--- src/rtl/lsu_pkg.sv ---
// Shared types and constants for the LemonPC load/store unit.
package lsu_pkg;

  typedef enum logic [1:0] {
    LSU_IDLE = 2'd0,
    LSU_REQ  = 2'd1,
    LSU_RSP  = 2'd2,
    LSU_DONE = 2'd3
  } lsu_state_e;

  localparam logic [7:0] MASK_B = 8'h01;
  localparam logic [7:0] MASK_H = 8'h03;
  localparam logic [7:0] MASK_W = 8'h0F;
  localparam logic [7:0] MASK_D = 8'hFF;

endpackage

--- src/rtl/lsu_align.sv ---
// Combinational alignment: store shift/strobe, request legality, and load
// shift/truncate/extend.
module lsu_align
  import lsu_pkg::*;
#(
  parameter int XLEN = 64
) (
  input  logic [2:0]      off,
  input  logic [7:0]      mask,
  input  logic            ren,
  input  logic            wen,
  input  logic [XLEN-1:0] wdata,
  output logic [7:0]      wstrb,
  output logic [XLEN-1:0] wdata_sh,
  output logic            legal,
  input  logic [2:0]      ld_off,
  input  logic [7:0]      ld_mask,
  input  logic            ld_signed,
  input  logic [XLEN-1:0] bus_rdata,
  output logic [XLEN-1:0] ld_data
);

  logic [15:0]     strb_wide;
  logic            mask_ok;
  logic [XLEN-1:0] ld_sh;

  always_comb begin
    // Upper byte of the widened strobe catches accesses crossing a doubleword.
    strb_wide = {8'h00, mask} << off;
    wstrb     = strb_wide[7:0];
    mask_ok   = (mask == MASK_B) || (mask == MASK_H) ||
                (mask == MASK_W) || (mask == MASK_D);
    legal     = mask_ok && (strb_wide[15:8] == 8'h00) && !(ren && wen);
    wdata_sh  = wdata << {off, 3'b000};
  end

  always_comb begin
    ld_sh = bus_rdata >> {ld_off, 3'b000};
    case (ld_mask)
      MASK_B:  ld_data = {{(XLEN-8){ld_signed & ld_sh[7]}},   ld_sh[7:0]};
      MASK_H:  ld_data = {{(XLEN-16){ld_signed & ld_sh[15]}}, ld_sh[15:0]};
      MASK_W:  ld_data = {{(XLEN-32){ld_signed & ld_sh[31]}}, ld_sh[31:0]};
      default: ld_data = ld_sh;
    endcase
  end

endmodule

--- src/rtl/lsu.sv ---
// LemonPC load/store unit: accepts one core request, runs a single byte-strobed
// 64-bit bus transaction, and returns aligned/extended load data.
module lsu
  import lsu_pkg::*;
#(
  parameter int XLEN   = 64,
  parameter int ADDR_W = 32
) (
  input  logic              clk,
  input  logic              rst_n,
  input  logic              req_valid,
  output logic              req_ready,
  input  logic              mem_ren,
  input  logic              mem_wen,
  input  logic [7:0]        mem_mask,
  input  logic              ld_signed,
  input  logic [ADDR_W-1:0] addr,
  input  logic [XLEN-1:0]   wdata,
  output logic              resp_valid,
  output logic              resp_err,
  output logic [XLEN-1:0]   rdata,
  output logic              bus_req_valid,
  input  logic              bus_req_ready,
  output logic              bus_we,
  output logic [ADDR_W-1:0] bus_addr,
  output logic [7:0]        bus_wstrb,
  output logic [XLEN-1:0]   bus_wdata,
  input  logic              bus_rsp_valid,
  output logic              bus_rsp_ready,
  input  logic [XLEN-1:0]   bus_rdata,
  input  logic              bus_rsp_err
);

  lsu_state_e      state, state_nxt;
  logic            accept;
  logic            legal;
  logic [7:0]      wstrb_c;
  logic [XLEN-1:0] wdata_c;
  logic [XLEN-1:0] ld_data;

  logic [2:0]      ld_off_q;
  logic [7:0]      ld_mask_q;
  logic            ld_sgn_q;
  logic            is_ld_q;
  logic            err_q;

  assign accept = req_valid && (state == LSU_IDLE);

  lsu_align #(.XLEN(XLEN)) u_align (
    .off       (addr[2:0]),
    .mask      (mem_mask),
    .ren       (mem_ren),
    .wen       (mem_wen),
    .wdata     (wdata),
    .wstrb     (wstrb_c),
    .wdata_sh  (wdata_c),
    .legal     (legal),
    .ld_off    (ld_off_q),
    .ld_mask   (ld_mask_q),
    .ld_signed (ld_sgn_q),
    .bus_rdata (bus_rdata),
    .ld_data   (ld_data)
  );

  always_ff @(posedge clk or negedge rst_n) begin
    if (!rst_n) state <= LSU_IDLE;
    else        state <= state_nxt;
  end

  always_comb begin
    state_nxt = state;
    case (state)
      LSU_IDLE: if (accept) begin
        if (!legal || (!mem_ren && !mem_wen)) state_nxt = LSU_DONE;
        else                                  state_nxt = LSU_REQ;
      end
      LSU_REQ:  if (bus_req_ready) state_nxt = LSU_RSP;
      LSU_RSP:  if (bus_rsp_valid) state_nxt = LSU_DONE;
      default:  state_nxt = LSU_IDLE;
    endcase
  end

  always_comb begin
    req_ready     = (state == LSU_IDLE);
    bus_req_valid = (state == LSU_REQ);
    bus_rsp_ready = (state == LSU_RSP);
    resp_valid    = (state == LSU_DONE);
    resp_err      = (state == LSU_DONE) && err_q;
  end

  // Bus-side fields are captured pre-aligned at accept so they stay stable
  // through any number of wait states.
  always_ff @(posedge clk or negedge rst_n) begin
    if (!rst_n) begin
      bus_addr  <= '0;
      bus_we    <= 1'b0;
      bus_wstrb <= '0;
      bus_wdata <= '0;
      ld_off_q  <= '0;
      ld_mask_q <= '0;
      ld_sgn_q  <= 1'b0;
      is_ld_q   <= 1'b0;
      err_q     <= 1'b0;
      rdata     <= '0;
    end else begin
      if (accept) begin
        bus_addr  <= {addr[ADDR_W-1:3], 3'b000};
        bus_we    <= mem_wen;
        bus_wstrb <= mem_wen ? wstrb_c : 8'h00;
        bus_wdata <= wdata_c;
        ld_off_q  <= addr[2:0];
        ld_mask_q <= mem_mask;
        ld_sgn_q  <= ld_signed;
        is_ld_q   <= mem_ren;
        err_q     <= !legal;
      end
      if ((state == LSU_RSP) && bus_rsp_valid) begin
        err_q <= bus_rsp_err;
        if (is_ld_q && !bus_rsp_err) rdata <= ld_data;
      end
    end
  end

endmodule

--- config.mk ---
export PLATFORM = sky130hd
export DESIGN_NAME = lsu
export DESIGN_NICKNAME = d
export VERILOG_FILES = /design/src/rtl/lsu_pkg.sv /design/src/rtl/lsu_align.sv /design/src/rtl/lsu.sv
export SDC_FILE = /design/constraint.sdc
export NUM_CORES = 1
export LEC_CHECK = 0
export CAP_MARGIN = 25
export CORE_ASPECT_RATIO = 0.7
export CORE_MARGIN = 8
export CORE_UTILIZATION = 48
export CTS_CLUSTER_SIZE = 10
export DETAILED_ROUTE_END_ITERATION = 16
export PLACE_DENSITY_LB_ADDON = 0.08
export SKIP_CTS_REPAIR_TIMING = 1
export SYNTH_ARGS = -nofsm -noshare
export SYNTH_HDL_FRONTEND = slang
export SYNTH_HIERARCHICAL = 1
export SYNTH_SLANG_ARGS = --single-unit
--- constraint.sdc ---
create_clock -name clk -period 4.8 [get_ports clk]
set_input_delay 0.48 -clock clk [delete_from_list [all_inputs] [get_ports clk]]
set_output_delay 0.48 -clock clk [all_outputs]
set_load 0.03 [all_outputs]
==> summary.md <==
The run gives 0 as the max-slew violation count. The run gives 6.68 nW as the leakage power figure. The top-level port count came out at 351. Clock skew on the completed layout was measured at 0.0136 ns.

For this run, the total global-route usage over all layers was measured as 26.5%. The arrival time of the worst setup path came out at 3.43 ns. Based on the critical path, the design can be clocked at up to 321 MHz. For flop-to-flop paths, the worst setup slack is 1.69 ns. The cell area that synthesis handed to floorplanning was 11000 um^2. The remaining antenna violation count is 0, and the insertion delay of the later-clocked pin in the worst-skew pair is 0.44 ns.

The worst-case clock buffer depth was 2; the row count was 46. The Yosys step of the flow raised 6 warnings. The detailed router placed 9148 vias in this run. For the number of different library cells in the post-synthesis netlist, the log shows 51.

The number of antenna violations at the first check in global routing is 1. The share of post-route cells with drive strength above 1 was 19.9%; the worst slew margin relative to its limit was 29.1%. The synthesized netlist devotes 10.3% of its cell area to compound gates.

The area growth from synthesis to layout is 37.4%. The fill cell instance count of the final layout is 1804. Clock tree synthesis selected as its root buffer the cell sky130_fd_sc_hd__clkbuf_16. For the final number of hold-violating endpoints, the log shows 0. The synthesized design devotes to its leading area cell type 41.3% of total area. STA classifies the critical path endpoint as a flip-flop.

The startpoint of the lowest-slack register-to-register path was ld_off_q[1]$_DFFE_PN0P_. The run finished with clean final reports. The tools report the total wirelength of the detailed-routed design as 38300 um. TritonCTS built the clock tree. The run gives 5.12 ns as the endpoint required time on the critical path. Clock tree synthesis found a total of 182 sinks.

The tool flagged a number of max-cap violations equal to 0. The dominant combinational cell family by area after synthesis was multiplexers. Buffers inserted during clock tree synthesis total 17. The logs give 0 for the number of design rule violations left after detail routing and 4560 um^2 for the storage element area. The post-placement setup slack was 1.51 ns; the total power divided by cell area was 647 nW/um^2.

For the overall overflow remaining after global route, the log shows 0. The number of failing setup endpoints in the final timing report was 0. The worst hold path belongs to the class input port to asynchronous set/reset pin. The run gives 5 as the first-pass detailed-route iteration total. Of all cell types, the one taking the most synthesized area is sky130_fd_sc_hd__dfrtp_1.

The mean routed wirelength per cell came out at 23.3 um. The adder and majority cell fraction of the synthesized area was 0.567%. The top fanout value on the critical path came out at 32.

On the final layout, the worst hold slack is 0.0513 ns. The final critical path takes up 64.8% of the cycle. The pin slew with the least headroom to its limit was 1.06 ns; the horizontal extent of the die was 197 um. The run gives 0.485 mV as the highest ir drop seen on vdd. Measured in cells, the most critical reg-to-reg path has a length of 7. Entering global routing, the biggest net connects 126 pins. Yosys mapped a number of flops with a built-in enable equal to 0. The worst setup path is launched from a flip-flop.

For the starting density of the core, the log shows 48.8%. For this block, the initial DRC count from the detailed router was 774. Setup repair after global routing left no endpoint under its margin. In the synthesized netlist the dominant register cell turns out to be sky130_fd_sc_hd__dfrtp_1. The kind of critical path was flip-flop to flip-flop. Port buffering added 347 buffers.

The run gives 6000 um^2 as the area taken by multi-input logic gates. In the final timing run, aggregate negative setup slack is 0 ns. After layout, the worst setup slack is 1.69 ns.

The endpoint identified for the worst register-to-register timing path is rdata[54]$_DFFE_PN0P_. In the routed layout, each cell is associated on average with a via count of 5.56. Number of nets in the final layout: 1501. The chip height is 143 um, and the portion of the post-synthesis area used by sequential elements is 41.3%.

The gate count of the mapped netlist came out at 1025. The post-CTS clock slew at the launch and capture registers of the worst setup and hold paths was 0.07 ns. The clock tree synthesis step divided the H-tree into 4 levels. After synthesis, the share of cell area in mux cells is 33.5%.

Of all flip-flops after synthesis, the portion carrying an async set or reset was 100%. The final period demand of the worst path is 3.11 ns, and the xor and xnor fraction of the mapped netlist area is 0%. Routability-driven placement finished with a final weighted congestion of 0.942. The synthesized-area fraction occupied by and/or/nand/nor cells works out to 9.78%. Placed wire-length estimate: 28800 um. The core region is 22600 um^2. Wire length of the first global-routing pass: 56800 um.

The number of storage elements in the synthesis netlist works out to 182. By area the synthesized netlist is led by sky130_fd_sc_hd__dfrtp_1, sky130_fd_sc_hd__mux2_2, sky130_fd_sc_hd__mux2i_1. The die covers 28200 um^2. For the via count of the first global-routing pass, the log shows 9105. The average footprint of a synthesized cell was 10.8 um^2.
worst max-delay path: stages (launching register included):
cell and delay, ns:
sky130_fd_sc_hd__dfrtp_1 0.37, sky130_fd_sc_hd__inv_1 0.50, sky130_fd_sc_hd__mux4_2 0.62, sky130_fd_sc_hd__nand3_2 0.29
sky130_fd_sc_hd__and3_1 0.23, sky130_fd_sc_hd__buf_4 0.41, sky130_fd_sc_hd__o21ai_0 0.23, sky130_fd_sc_hd__mux2_4 0.33
cell usage after synthesis (7+ instances only):
cell type                    n
sky130_fd_sc_hd__a21oi_1    48
sky130_fd_sc_hd__buf_2      22
sky130_fd_sc_hd__nand3_1    11
sky130_fd_sc_hd__nor2b_1    10
sky130_fd_sc_hd__o22a_1      7
sky130_fd_sc_hd__nor2_1     63
sky130_fd_sc_hd__and2_1     21
sky130_fd_sc_hd__mux2_2    154
sky130_fd_sc_hd__a31oi_1     8
sky130_fd_sc_hd__dfrtp_1   182
sky130_fd_sc_hd__o211ai_1   16
sky130_fd_sc_hd__mux2i_1   107
sky130_fd_sc_hd__mux4_2      8
sky130_fd_sc_hd__clkbuf_1   39
sky130_fd_sc_hd__nand2_1    89
sky130_fd_sc_hd__o21ai_2    14
sky130_fd_sc_hd__nand2_2    11
sky130_fd_sc_hd__o22ai_1    17
sky130_fd_sc_hd__buf_6      16
sky130_fd_sc_hd__nand2b_1   12
sky130_fd_sc_hd__mux2_4     24
sky130_fd_sc_hd__mux2_1     31
sky130_fd_sc_hd__o21ai_0    66
cell type report:
class	count	area share (%)
Inverter	6	0.149
Multi-Input combinational cell	753	39.6
Clock buffer	19	2.92
Timing Repair Buffer	359	23.7
Tap cell	312	2.58
Clock inverter	13	1.06
Sequential cell	182	30.1
Antenna cell	1	0.0165
state kept, by name, summed over array words and instances (netlist names):
register,cells
bus_addr,29
bus_wdata,64
bus_we,1
bus_wstrb,8
err_q,1
is_ld_q,1
ld_mask_q,8
ld_off_q,3
ld_sgn_q,1
rdata,64
state,2
cells in the final DEF (no fill, tap or decap), drive strengths merged, types with 2 or more instances in the layout:
master         netlist  routed
inv                  6      14
mux4                 8       8
a211o                2       2
o31ai                2       2
dfrtp              182     182
nand2b              12      12
o21ai               80      80
a31oi                8       8
ha                   5       5
nor2                63      63
buf                 47      15
nand3               12      12
or2                  3       3
nand2              100     100
o211ai              16      16
clkbuf              39      20
a21oi               49      49
conb                 1       3
mux2i              107     107
and2                21      21
o22a                 7       7
clkdlybuf4s50        0     343
o2111ai              2       2
nor3                 2       2
nor2b               10      10
nand4                2       2
o22ai               17      17
clkinv               0       2
bufinv               0       2
mux2               209     209
metal layers:
layer	wire length [um]	track usage, %	up-vias	part of all wire, %
li1	-	-	4269	-
met1	17700	37.3	4480	46
met2	15900	37.1	367	42
met3	4190	11.4	30	11
met4	450	5.61	2	1.2
met5	13	0	-	0.034
where the power goes:
part / switching [mW] / leakage [nW] / internal (mW)
combinational: 3.24 / 4.08 / 2.50
clock: 0.660 / 0.294 / 0.801
sequential: 0.407 / 2.31 / 2.21
stage by stage:
step,instances,area (um^2),power (mW),util (%)
finish,1645,15200,9.81,67.0
global route,1644,15200,10.3,67.0
CTS,1643,15100,9.80,66.9
detailed placement,1611,14500,8.30,64.2
global placement,1611,14500,8.26,64.2
floorplan,1027,11000,6.06,-
cells by family (layout without fill, tap and decap cells):
group / after synthesis / count (layout)
AOI/OAI and AO/OA: 188 / 188
buffers and inverters: 92 / 397
adders and majority gates: 5 / 5
DFF: 182 / 182
other: 1 / 4
and+or+nand+nor: 233 / 233
muxes: 324 / 324
worst max-delay path by stage:
| stage | from | end | slack (ns) | cells past startpoint |
|---|---|---|---|---|
| floorplan | ld_off_q[0]$_DFFE_PN0P_ | rdata[48]$_DFFE_PN0P_ | 2.40 | 10 |
| global placement | bus_rdata[39] | rdata[54]$_DFFE_PN0P_ | 1.59 | 8 |
| detailed placement | bus_rdata[39] | rdata[54]$_DFFE_PN0P_ | 1.51 | 8 |
| CTS | ld_off_q[2]$_DFFE_PN0P_ | rdata[54]$_DFFE_PN0P_ | 1.71 | 6 |
| global route | ld_off_q[0]$_DFFE_PN0P_ | rdata[54]$_DFFE_PN0P_ | 1.54 | 8 |
| finish | ld_off_q[1]$_DFFE_PN0P_ | rdata[54]$_DFFE_PN0P_ | 1.69 | 7 |
Power figures use the tool's default switching activity.
